File: src/rtl/gated_boxcar_if.sv
// gated_boxcar_if
// Sample-stream bundle for the gated boxcar filter.
//   gate        sample strobe, din accepted on every rising edge with gate=1
//   din         signed input sample, dw bits
//   dout        signed running sum of the last 2**lw accepted samples, dw+lw bits
//   avg         signed mean of the window (dout >>> lw), dw bits
//   dout_valid  one-cycle pulse marking an update of dout/avg
//   primed      high once a full window has been accepted since reset
// master drives samples in and reads results; slave is the filter itself.
interface gated_boxcar_if #(
  parameter int dw = 18,
  parameter int lw = 4
);
  logic                    gate;
  logic signed [dw-1:0]    din;
  logic signed [dw+lw-1:0] dout;
  logic signed [dw-1:0]    avg;
  logic                    dout_valid;
  logic                    primed;

  modport master (
    output gate,
    output din,
    input  dout,
    input  avg,
    input  dout_valid,
    input  primed
  );

  modport slave (
    input  gate,
    input  din,
    output dout,
    output avg,
    output dout_valid,
    output primed
  );
endinterface

File: src/rtl/gated_boxcar.sv
// gated_boxcar
// Gated moving-sum filter: keeps the sum of the last N = 2**lw gated samples by
// adding each new sample and subtracting the one accepted N gates earlier,
// using an internal circular buffer.
// Ports:
//   clk    system clock, rising edge
//   reset  asynchronous, active-high; clears sum, outputs, pointer and fill
//   bus    gated_boxcar_if.slave (gate, din in; dout, avg, dout_valid, primed out)
// Parameters: dw sample width, lw log2 window length (1..6).
module gated_boxcar #(
  parameter int dw = 18,
  parameter int lw = 4
) (
  input  logic           clk,
  input  logic           reset,
  gated_boxcar_if.slave  bus
);

  localparam int n  = 1 << lw;
  localparam int ow = dw + lw;
  localparam logic [lw:0] fill_max = {1'b1, {lw{1'b0}}};

  logic signed [dw-1:0] buf_mem [n];
  logic [lw-1:0]        wptr;
  logic [lw:0]          fill;
  logic signed [ow-1:0] sum;
  logic signed [dw-1:0] avg_q;
  logic                 valid_q;
  logic                 primed_q;

  logic                 full;
  logic signed [dw-1:0] old;
  logic signed [ow-1:0] sum_next;
  logic [lw:0]          fill_next;

  // Until a full window has been written the buffer holds stale data from
  // before reset (or nothing at all), so the outgoing sample is forced to 0.
  // The read is combinational, so a read-modify-write of buf_mem[wptr] on the
  // same edge sees the pre-write value.
  always_comb begin
    full      = (fill == fill_max);
    old       = full ? buf_mem[wptr] : '0;
    sum_next  = sum + {{lw{bus.din[dw-1]}}, bus.din}
                    - {{lw{old[dw-1]}}, old};
    fill_next = full ? fill : fill + (lw+1)'(1);
  end

  // Buffer contents are deliberately not reset; the fill mask covers them.
  always_ff @(posedge clk) begin
    if (bus.gate) begin
      buf_mem[wptr] <= bus.din;
    end
  end

  always_ff @(posedge clk or posedge reset) begin
    if (reset) begin
      wptr     <= '0;
      fill     <= '0;
      sum      <= '0;
      avg_q    <= '0;
      valid_q  <= 1'b0;
      primed_q <= 1'b0;
    end else begin
      valid_q <= bus.gate;
      if (bus.gate) begin
        wptr     <= wptr + lw'(1);
        fill     <= fill_next;
        sum      <= sum_next;
        avg_q    <= sum_next[ow-1:lw];
        primed_q <= (fill_next == fill_max);
      end
    end
  end

  assign bus.dout       = sum;
  assign bus.avg        = avg_q;
  assign bus.dout_valid = valid_q;
  assign bus.primed     = primed_q;

endmodule

File: src/flat_wrapper.sv
// flat-port wrapper written by rule: the top's interface ports become plain ports
module gated_boxcar_flat 
#(
  parameter int dw = 18,
  parameter int lw = 4
)
  (clk, reset, bus_gate, bus_din, bus_dout, bus_avg, bus_dout_valid, bus_primed);
  gated_boxcar_if #(.dw(dw), .lw(lw)) bus_i ();
  input  logic clk;
  input  logic reset;
  input wire logic [$bits(bus_i.gate)-1:0] bus_gate;
  input wire logic [$bits(bus_i.din)-1:0] bus_din;
  output wire logic [$bits(bus_i.dout)-1:0] bus_dout;
  output wire logic [$bits(bus_i.avg)-1:0] bus_avg;
  output wire logic [$bits(bus_i.dout_valid)-1:0] bus_dout_valid;
  output wire logic [$bits(bus_i.primed)-1:0] bus_primed;
  assign bus_i.gate = bus_gate;
  assign bus_i.din = bus_din;
  assign bus_dout = bus_i.dout;
  assign bus_avg = bus_i.avg;
  assign bus_dout_valid = bus_i.dout_valid;
  assign bus_primed = bus_i.primed;
  gated_boxcar #(.dw(dw), .lw(lw)) u_core (.clk(clk), .reset(reset), .bus(bus_i));
endmodule
File: config.mk
export PLATFORM = sky130hd
export DESIGN_NAME = gated_boxcar_flat
export DESIGN_NICKNAME = d
export VERILOG_FILES = /design/src/rtl/gated_boxcar_if.sv /design/src/rtl/gated_boxcar.sv /design/src/flat_wrapper.sv
export SDC_FILE = /design/constraint.sdc
export NUM_CORES = 1
export LEC_CHECK = 0
export ABC_AREA = 0
export CORE_UTILIZATION = 55
export DETAILED_ROUTE_END_ITERATION = 12
export PLACE_DENSITY_LB_ADDON = 0.05
export SETUP_SLACK_MARGIN = 0.02
export SYNTH_ARGS = -nofsm -noshare
export SYNTH_HDL_FRONTEND = slang
export SYNTH_SLANG_ARGS = --single-unit
File: constraint.sdc
create_clock -name clk -period 11.4 [get_ports clk]
set_clock_uncertainty 0.2 [all_clocks]
set_input_delay 1.71 -clock clk [delete_from_list [all_inputs] [get_ports clk]]
set_output_delay 1.71 -clock clk [all_outputs]
set_load 0.01 [all_outputs]
==> run summary, run 1 <==
TNS Setup: 0 ns
synthesis-to-layout area growth: 13.5%
Worst-path clk slew: 0.06 ns
initial antenna violation count: 0
drt via density: 6.11
DP Wirelength: 19400 um
RSZ-0062 raised after global routing: false
share of layout cells above drive strength 1: 0.182
VDD IR-drop max: 172 uV
NumNets Final: 984
Mapped Cells: 846
syn_area_per_cell: 17.1 um^2
fin. max-slew vios: 0
Worst Max-Slew Pin Slew: 1.14 ns
hold_buf cts: 0
status: finished, final reports clean
core area: 25500 um^2
CTS resizes: 0
Routed WL per cell: 25.3 um
Max-slew headroom: 0.238
syn nets: 917
die height: 164 um
min Tclk post-route: 5.61 ns
number of CTS-inserted buffers: 34
antenna cells: 0
Clock Latency Late Sink: 0.50 ns
largest net degree at the start of global routing: 77
post-CTS setup buffers: 0
Ys Warns: 0
vias in the first global route: 7858
P_leak: 0.00583 uW
worst-path fanout max: 45
first-pass GRT wire length: 48500 um
Post-synth ARST share: 0.103
iteration count of the initial detailed-routing pass: 5
Rows: 58
total wire length: 31900 um
post-route design area: 16400 um^2
GRT overflow: 0
PortBufs: 62
via count: 7721
ANT nets after route: 0
die width: 164 um
clock root cell: clkbuf_16
Die ar.: 26900 um^2
DR iter-0 viols: 871
CP Capture Type: register
clock sinks: 321
Max Freq: 178 MHz
number of synthesized register bits: 321
GRT Total Usage: 0.252
Cell Area, Placed: 15300 um^2
Final Wtd Congestion: 0.840
crit share post-route: 0.492
Crit path arrival time: 5.77 ns
Post-synth EDFFs: 288
CTS tree: built
library cells used by synthesis: 58
drt drc: 0
H-tree Lvls: 2
IO Pins: 63
Startpoint Class: register
final-report setup violation count: 0
MaxCap Viol Count: 0
clk buf depth: 3
Hold Crit Class: register to register
PwrDens: 272 nW/um^2
Required @ worst endpoint: 11.56 ns
starting density of the core: 0.568
top_reg_cell synth: edfxtp_1
Post-Syn Area: 14500 um^2
sequential fraction of the synthesis area: 0.655
Setup CP Type: register to register
final hold vios: 0
==> cells in the mapped netlist, types with 13 or more instances <==
master / n / area (um^2)
mux4_2: 89 / 2000
inv_1: 94 / 353
dfrtp_1: 33 / 826
and2_1: 18 / 113
fa_1: 21 / 420
ha_1: 29 / 363
a21oi_1: 18 / 90.1
nand2_1: 31 / 116
buf_4: 18 / 135
edfxtp_1: 288 / 8650
nor2b_1: 20 / 125
clkbuf_1: 17 / 63.8
xnor2_1: 13 / 114
==> state kept, by name, summed over array words and instances (netlist names) <==
register               flops
u_core.bus.dout            4
u_core.bus.primed          1
u_core.wptr                4
u_core.bus.dout_valid      1
u_core.buf_mem           288
u_core.fill                5
u_core.bus.avg            18
==> report_power, final <==
| group | internal [uW] | switching [uW] |
|---|---|---|
| sequential | 1450 | 122 |
| clock | 627 | 429 |
| combinational | 881 | 952 |
==> final timing paths <==
path | from | endpoint | slack [ns] | depth (start not counted)
worst max-delay path | u_core.wptr[0] | u_core.bus.avg[16] | 5.79 | 16
worst min-delay path | u_core.bus.primed | u_core.bus.primed | 0.33 | 2
worst max register to register | u_core.wptr[0] | u_core.bus.avg[16] | 5.79 | 16
worst min register to register | u_core.bus.primed | u_core.bus.primed | 0.33 | 2
max in group asynchronous | reset | u_core.wptr[0] | 9.22 | 3
min in group asynchronous | reset | u_core.bus.avg[13] | 1.41 | 3
==> worst max-delay path, stage by stage, from the launching register on <==
cell and delay (ns):
dfrtp_4 0.86, buf_4 0.81, mux4_2 0.60, mux4_2 0.46
nor2b_1 0.15, ha_1 0.29, inv_1 0.04, ha_1 0.19
inv_1 0.07, fa_1 0.20, nor2b_1 0.07, o211ai_2 0.21
a211oi_2 0.11, or3_1 0.45, a41oi_1 0.36, mux2i_1 0.23
o311ai_1 0.11
==> stage by stage <==
stage	setup slack, ns	hold WS, ns	utilization	total power (uW)	cells
5_1_grt	5.35	0.361	0.644	4720	1264
6_report	5.79	0.327	0.644	4460	1264
4_1_cts	5.71	0.319	0.644	4490	1264
3_5_place_dp	5.71	0.298	0.602	3420	1207
3_3_place_gp	5.72	0.279	0.602	3390	1207
2_1_floorplan	7.05	0.296	-	2920	846
==> placed cells by master (no fill, tap or decap), drive strengths merged, types with 12 or more instances in the layout <==
cell type / count
clkdlybuf4s50: 61
buf: 24
dfrtp: 33
o21ai: 13
xnor2: 13
clkinv: 12
and2: 18
a21oi: 19
ha: 29
nor2b: 20
nand2: 31
clkbuf: 40
edfxtp: 288
mux4: 89
fa: 21
inv: 95
==> logic make-up after synthesis <==
group                    after synthesis  synth area share
buffers and inverters                148            0.0467
flip-flops                           321             0.655
AO/OA/AOI/OAI                         79            0.0382
XOR/XNOR                              22            0.0133
adder cells (fa/ha/maj)               50            0.0542
multiplexers                          97             0.144
AND/OR/NAND/NOR                      129            0.0480
==> final cells by class <==
class,count,area [um^2]
Sequential cell,321,9480
Fill cell,1797,9070
Multi-Input combinational cell,377,4310
Clock buffer,40,895
Timing Repair Buffer,85,788
Tap cell,330,413
Inverter,94,353
Clock inverter,17,164
==> per-layer routing <==
metal / vias up / share of wire / global-route usage
met5: - / 0 / 0
met2: 332 / 0.46 / 0.380
li1: 3340 / - / -
met1: 3995 / 0.43 / 0.377
met4: 0 / 0.030 / 0.0884
met3: 54 / 0.078 / 0.0407
Power figures use the tool's default switching activity.
==> run 2: changes to the inputs <==
- clock period: 11.4 -> 4.74 ns (I/O delays scaled with it)
==> run summary, run 2 (synthesized netlist as in run 1, its figures left out) <==
clk buf depth: 3
drt drc: 0
Hold Crit Class: register to register
CP Capture Type: register
hold_buf cts: 0
commonest cells after routing, fill and taps aside: edfxtp_1, inv_1, mux4_2
CP delay by family, top: compound AO/OA/AOI/OAI gates
TNS Setup: 0 ns
largest net degree at the start of global routing: 53
final hold vios: 0
min Tclk post-route: 4.57 ns
Reg2Reg Depth: 16
final-report setup violation count: 0
Rows: 58
P_leak: 0.00614 uW
register with the most flip-flops: u_core.buf_mem
Comb power frac: 0.454
Layout Cells excl Fill: 1320
clock sinks: 321
iteration count of the initial detailed-routing pass: 5
vias in the first global route: 8100
cell depth of the worst setup path: 16
worst-path fanout max: 9
initial antenna violation count: 1
worst path cell trace: buf_4 -> buf_12 -> buf_4 -> mux4_2 -> mux4_2 -> nor2b_1 -> fa_1 -> inv_1 -> ha_1 -> a21oi_1 -> a21boi_0 -> inv_1 -> a21o_1 -> a31oi_1 -> xnor2_1 -> o22ai_1
final design utilization: 0.669
die width: 164 um
DR iter-0 viols: 821
CTS tree: built
Worst Max-Slew Pin Slew: 1.20 ns
NumNets Final: 1036
hold_ws: 0.286 ns
Max Freq: 219 MHz
sequential share of power: 0.324
commonest non-fill, non-tap cell in the layout: edfxtp_1
via count: 7918
fin. max-slew vios: 0
GRT Total Usage: 0.254
Worst-path clk slew: 0.06 ns
crit-path max cell delay: 0.53 ns
crit share post-route: 0.964
DP Wirelength: 21700 um
Clock power frac: 0.222
GRT overflow: 0
Setup CP Type: register to register
die height: 164 um
Slowest cell on crit path: mux4_2
crit path buf inv count: 5
core area: 25500 um^2
PortBufs: 62
first-pass GRT wire length: 49000 um
MaxCap Viol Count: 0
H-tree Lvls: 2
Fillers: 1735
synthesis-to-layout area growth: 17.9%
Max-slew headroom: 0.202
max FFs per register: 288
Final Wtd Congestion: 0.917
starting density of the core: 0.568
clock root cell: clkbuf_16
Die ar.: 26900 um^2
Clock Latency Late Sink: 0.50 ns
drt via density: 6.00
Int Power: 7500 uW
hold depth: 2
Required @ worst endpoint: 4.92 ns
Startpoint Class: register
PwrDens: 665 nW/um^2
status: finished, final reports clean
ANT nets after route: 0
antenna cells: 0
Sw Pwr: 3830 uW
total wire length: 32600 um
Routed WL per cell: 24.7 um
IO Pins: 63
post-placement cell count: 1246
number of CTS-inserted buffers: 34
Crit path arrival time: 4.75 ns
VDD IR-drop max: 344 uV
share of layout cells above drive strength 1: 0.238
Net Sw Frac: 0.338
run 2: cell count changes in the layout (fill, tap and decap cells not counted), sizes merged:
cell | previous run | this run
bufinv | 3 | 2
clkinvlp | 1 | 3
clkbuf | 40 | 46
buf | 24 | 73
run 2: final cells by class:
type                    count  area (um^2)  area share
clock buffers              43          906      0.0531
clock inverters            18          148     0.00866
inverters                  94          353      0.0207
multi-input cells         377         4400       0.258
flip-flops and latches    321         9480       0.556
well taps                 330          413      0.0242
repair buffers            137         1350      0.0791
run 2: power groups by stage:
stage | registers, uW | logic, uW | clock network (uW)
final | 3670 | 5140 | 2520
after global routing | 3710 | 5590 | 2660
after CTS | 3700 | 4840 | 2560
after detailed placement | 3760 | 4810 | 0
after global placement | 3730 | 4710 | 0
after floorplan | 3700 | 3330 | 0
run 2: per-stage QoR:
stage	setup slack [ns]	total power [uW]	area, um^2
2_1_floorplan	0.386	7030	14500
3_3_place_gp	0.0849	8440	15700
3_5_place_dp	0.00243	8570	15700
4_1_cts	0.0215	11100	16800
5_1_grt	-0.0236	12000	17000
6_report	0.171	11300	17000
run 2: repair_timing:
| action | in CTS | in global routing |
|---|---|---|
| gates resized for setup | 0 | 20 |
| cloned | 0 | 3 |
| buffers inserted | 1 | 9 |
| endpoints found under the setup margin | 3 | 9 |
| pin swaps | 0 | 7 |
run 2: worst paths after layout:
path | from | endpoint | slack (ns)
min in group asynchronous | reset | u_core.bus.avg[9] | 0.31
hold reg to reg | u_core.bus.primed | u_core.bus.primed | 0.29
max in group asynchronous | reset | u_core.wptr[0] | 3.30
setup reg to reg | u_core.wptr[0] | u_core.bus.avg[17] | 0.17
setup / recovery | u_core.wptr[0] | u_core.bus.avg[17] | 0.17
hold / removal | u_core.bus.primed | u_core.bus.primed | 0.29
run 2: metal layers:
layer | track usage | share of wire
met4 | 0.0800 | 0.030
met3 | 0.0427 | 0.065
met2 | 0.408 | 0.49
met5 | 0 | 0
met1 | 0.358 | 0.42
run 2: tightest hold or removal path, stage by stage (launching register included):
cell and delay, ns:
dfrtp_1 0.34, nand2_1 0.06, o41ai_1 0.05
==> run 3: changes to the inputs <==
- REMOVE_ABC_BUFFERS: default -> 1
==> run summary, run 3 (synthesized netlist as in run 1, its figures left out) <==
Fillers: 1746
clk buf depth: 3
Worst Max-Slew Pin Slew: 0.981 ns
commonest cells after routing, fill and taps aside: edfxtp_1, inv_1, mux4_2
P_leak: 0.00605 uW
worst-path fanout max: 12
starting density of the core: 0.568
Worst-path clk slew: 0.06 ns
Required @ worst endpoint: 4.93 ns
TNS Setup: 0 ns
Max Freq: 219 MHz
Routed WL per cell: 25.5 um
Startpoint Class: register
Cell Area, Placed: 15700 um^2
final-report setup violation count: 0
die width: 164 um
Hold Crit Class: register to register
ANT nets after route: 0
PortBufs: 62
Die ar.: 26900 um^2
Reg2Reg Depth: 14
die height: 164 um
via count: 7870
drt via density: 6.04
clock root cell: clkbuf_16
number of CTS-inserted buffers: 35
clock sinks: 321
Slowest cell on crit path: mux4_2
crit-path max cell delay: 0.51 ns
fin. max-slew vios: 0
CTS tree: built
drt drc: 0
Crit path arrival time: 4.76 ns
reg-to-reg critical path startpoint: u_core.wptr[0]
status: finished, final reports clean
worst path cell trace: buf_12 -> buf_12 -> mux4_2 -> mux4_2 -> nor2b_1 -> fa_1 -> inv_1 -> ha_1 -> a211oi_1 -> o21bai_1 -> o21a_2 -> a31oi_2 -> nor4_1 -> a211o_1
cell depth of the worst setup path: 14
Max-slew headroom: 0.345
reg-to-reg slack, setup: 0.17 ns
Critical Path Source: u_core.wptr[0]
post-placement cell count: 1237
PwrDens: 666 nW/um^2
NumNets Final: 1019
Layout Cells excl Fill: 1302
GRT overflow: 0
Setup CP Type: register to register
core area: 25500 um^2
register with the most flip-flops: u_core.buf_mem
Critical Path End: u_core.bus.avg[11]
Final Total Pwr: 11200 uW
H-tree Lvls: 2
RSZ-0062 raised after global routing: true
DP Wirelength: 20800 um
dpl ws: 0.0595 ns
VDD IR-drop max: 405 uV
CP delay by family, top: compound AO/OA/AOI/OAI gates
hold_buf cts: 0
crit path buf inv count: 3
crit share post-route: 0.965
share of layout cells above drive strength 1: 0.220
initial antenna violation count: 0
CP Capture Type: register
end of the worst register-to-register path: u_core.bus.avg[11]
DR iter-0 viols: 726
MaxCap Viol Count: 0
largest net degree at the start of global routing: 54
vias in the first global route: 8172
synthesis-to-layout area growth: 16.5%
FF+latch area: 9480 um^2
max FFs per register: 288
Final Worst Setup Slack: 0.167 ns
GRT Total Usage: 0.257
Rows: 58
antenna cells: 0
total wire length: 33200 um
multi-input logic area: 4360 um^2
post-route design area: 16800 um^2
iteration count of the initial detailed-routing pass: 7
first-pass GRT wire length: 49200 um
Clock Latency Late Sink: 0.52 ns
final hold vios: 0
commonest non-fill, non-tap cell in the layout: edfxtp_1
min Tclk post-route: 4.57 ns
Final Wtd Congestion: 0.907
IO Pins: 63
==> run 3: stage by stage <==
step,hold WS [ns],utilization
5_1_grt,0.323,0.661
6_report,0.285,0.661
3_3_place_gp,0.273,0.615
2_1_floorplan,0.296,-
3_5_place_dp,0.273,0.615
4_1_cts,0.286,0.657
==> run 3: worst min-delay path by stage <==
stage / startpoint / slack (ns) / cells after the start / to
after floorplan: u_core.fill[4] / 0.30 / 1 / u_core.fill[4]
after global placement: u_core.bus.primed / 0.27 / 2 / u_core.bus.primed
after detailed placement: u_core.bus.primed / 0.27 / 2 / u_core.bus.primed
after CTS: u_core.bus.primed / 0.29 / 2 / u_core.bus.primed
after global routing: u_core.bus.primed / 0.32 / 2 / u_core.bus.primed
final: u_core.bus.primed / 0.29 / 2 / u_core.bus.primed
==> run 3: worst reg2reg max path: stages, from the launching register on <==
cell	delay [ns]
dfrtp_4	0.48
buf_12	0.12
buf_12	0.15
mux4_2	0.51
mux4_2	0.49
nor2b_1	0.16
fa_1	0.50
inv_1	0.04
ha_1	0.28
a211oi_1	0.32
o21bai_1	0.18
o21a_2	0.29
a31oi_2	0.35
nor4_1	0.09
a211o_1	0.29
==> run 3: layout make-up <==
cell class,instances,share of cell area
repair buffers,119,0.0699
multi-input cells,377,0.259
flip-flops and latches,321,0.563
inverters,94,0.0210
clock buffers,46,0.0557
well taps,330,0.0245
clock inverters,15,0.00721
==> run 3: metal layers <==
layer,GRT usage,up-vias,share of wire
met5,0,-,0
met4,0.0875,0,0.027
met3,0.0414,74,0.069
met2,0.410,342,0.48
met1,0.364,4032,0.42
li1,-,3422,-
==> run 3: power by group <==
group          switching [uW]  total [uW]  internal (uW)
Clock                    1070        2520           1460
Combinational            2530        4990           2450
Sequential                223        3710           3480
==> run 3: what timing repair did <==
action | in CTS | in global routing
buffers inserted | 0 | 3
gates cloned | 0 | 1
endpoints found under the setup margin | 1 | 11
gates resized for setup | 2 | 9
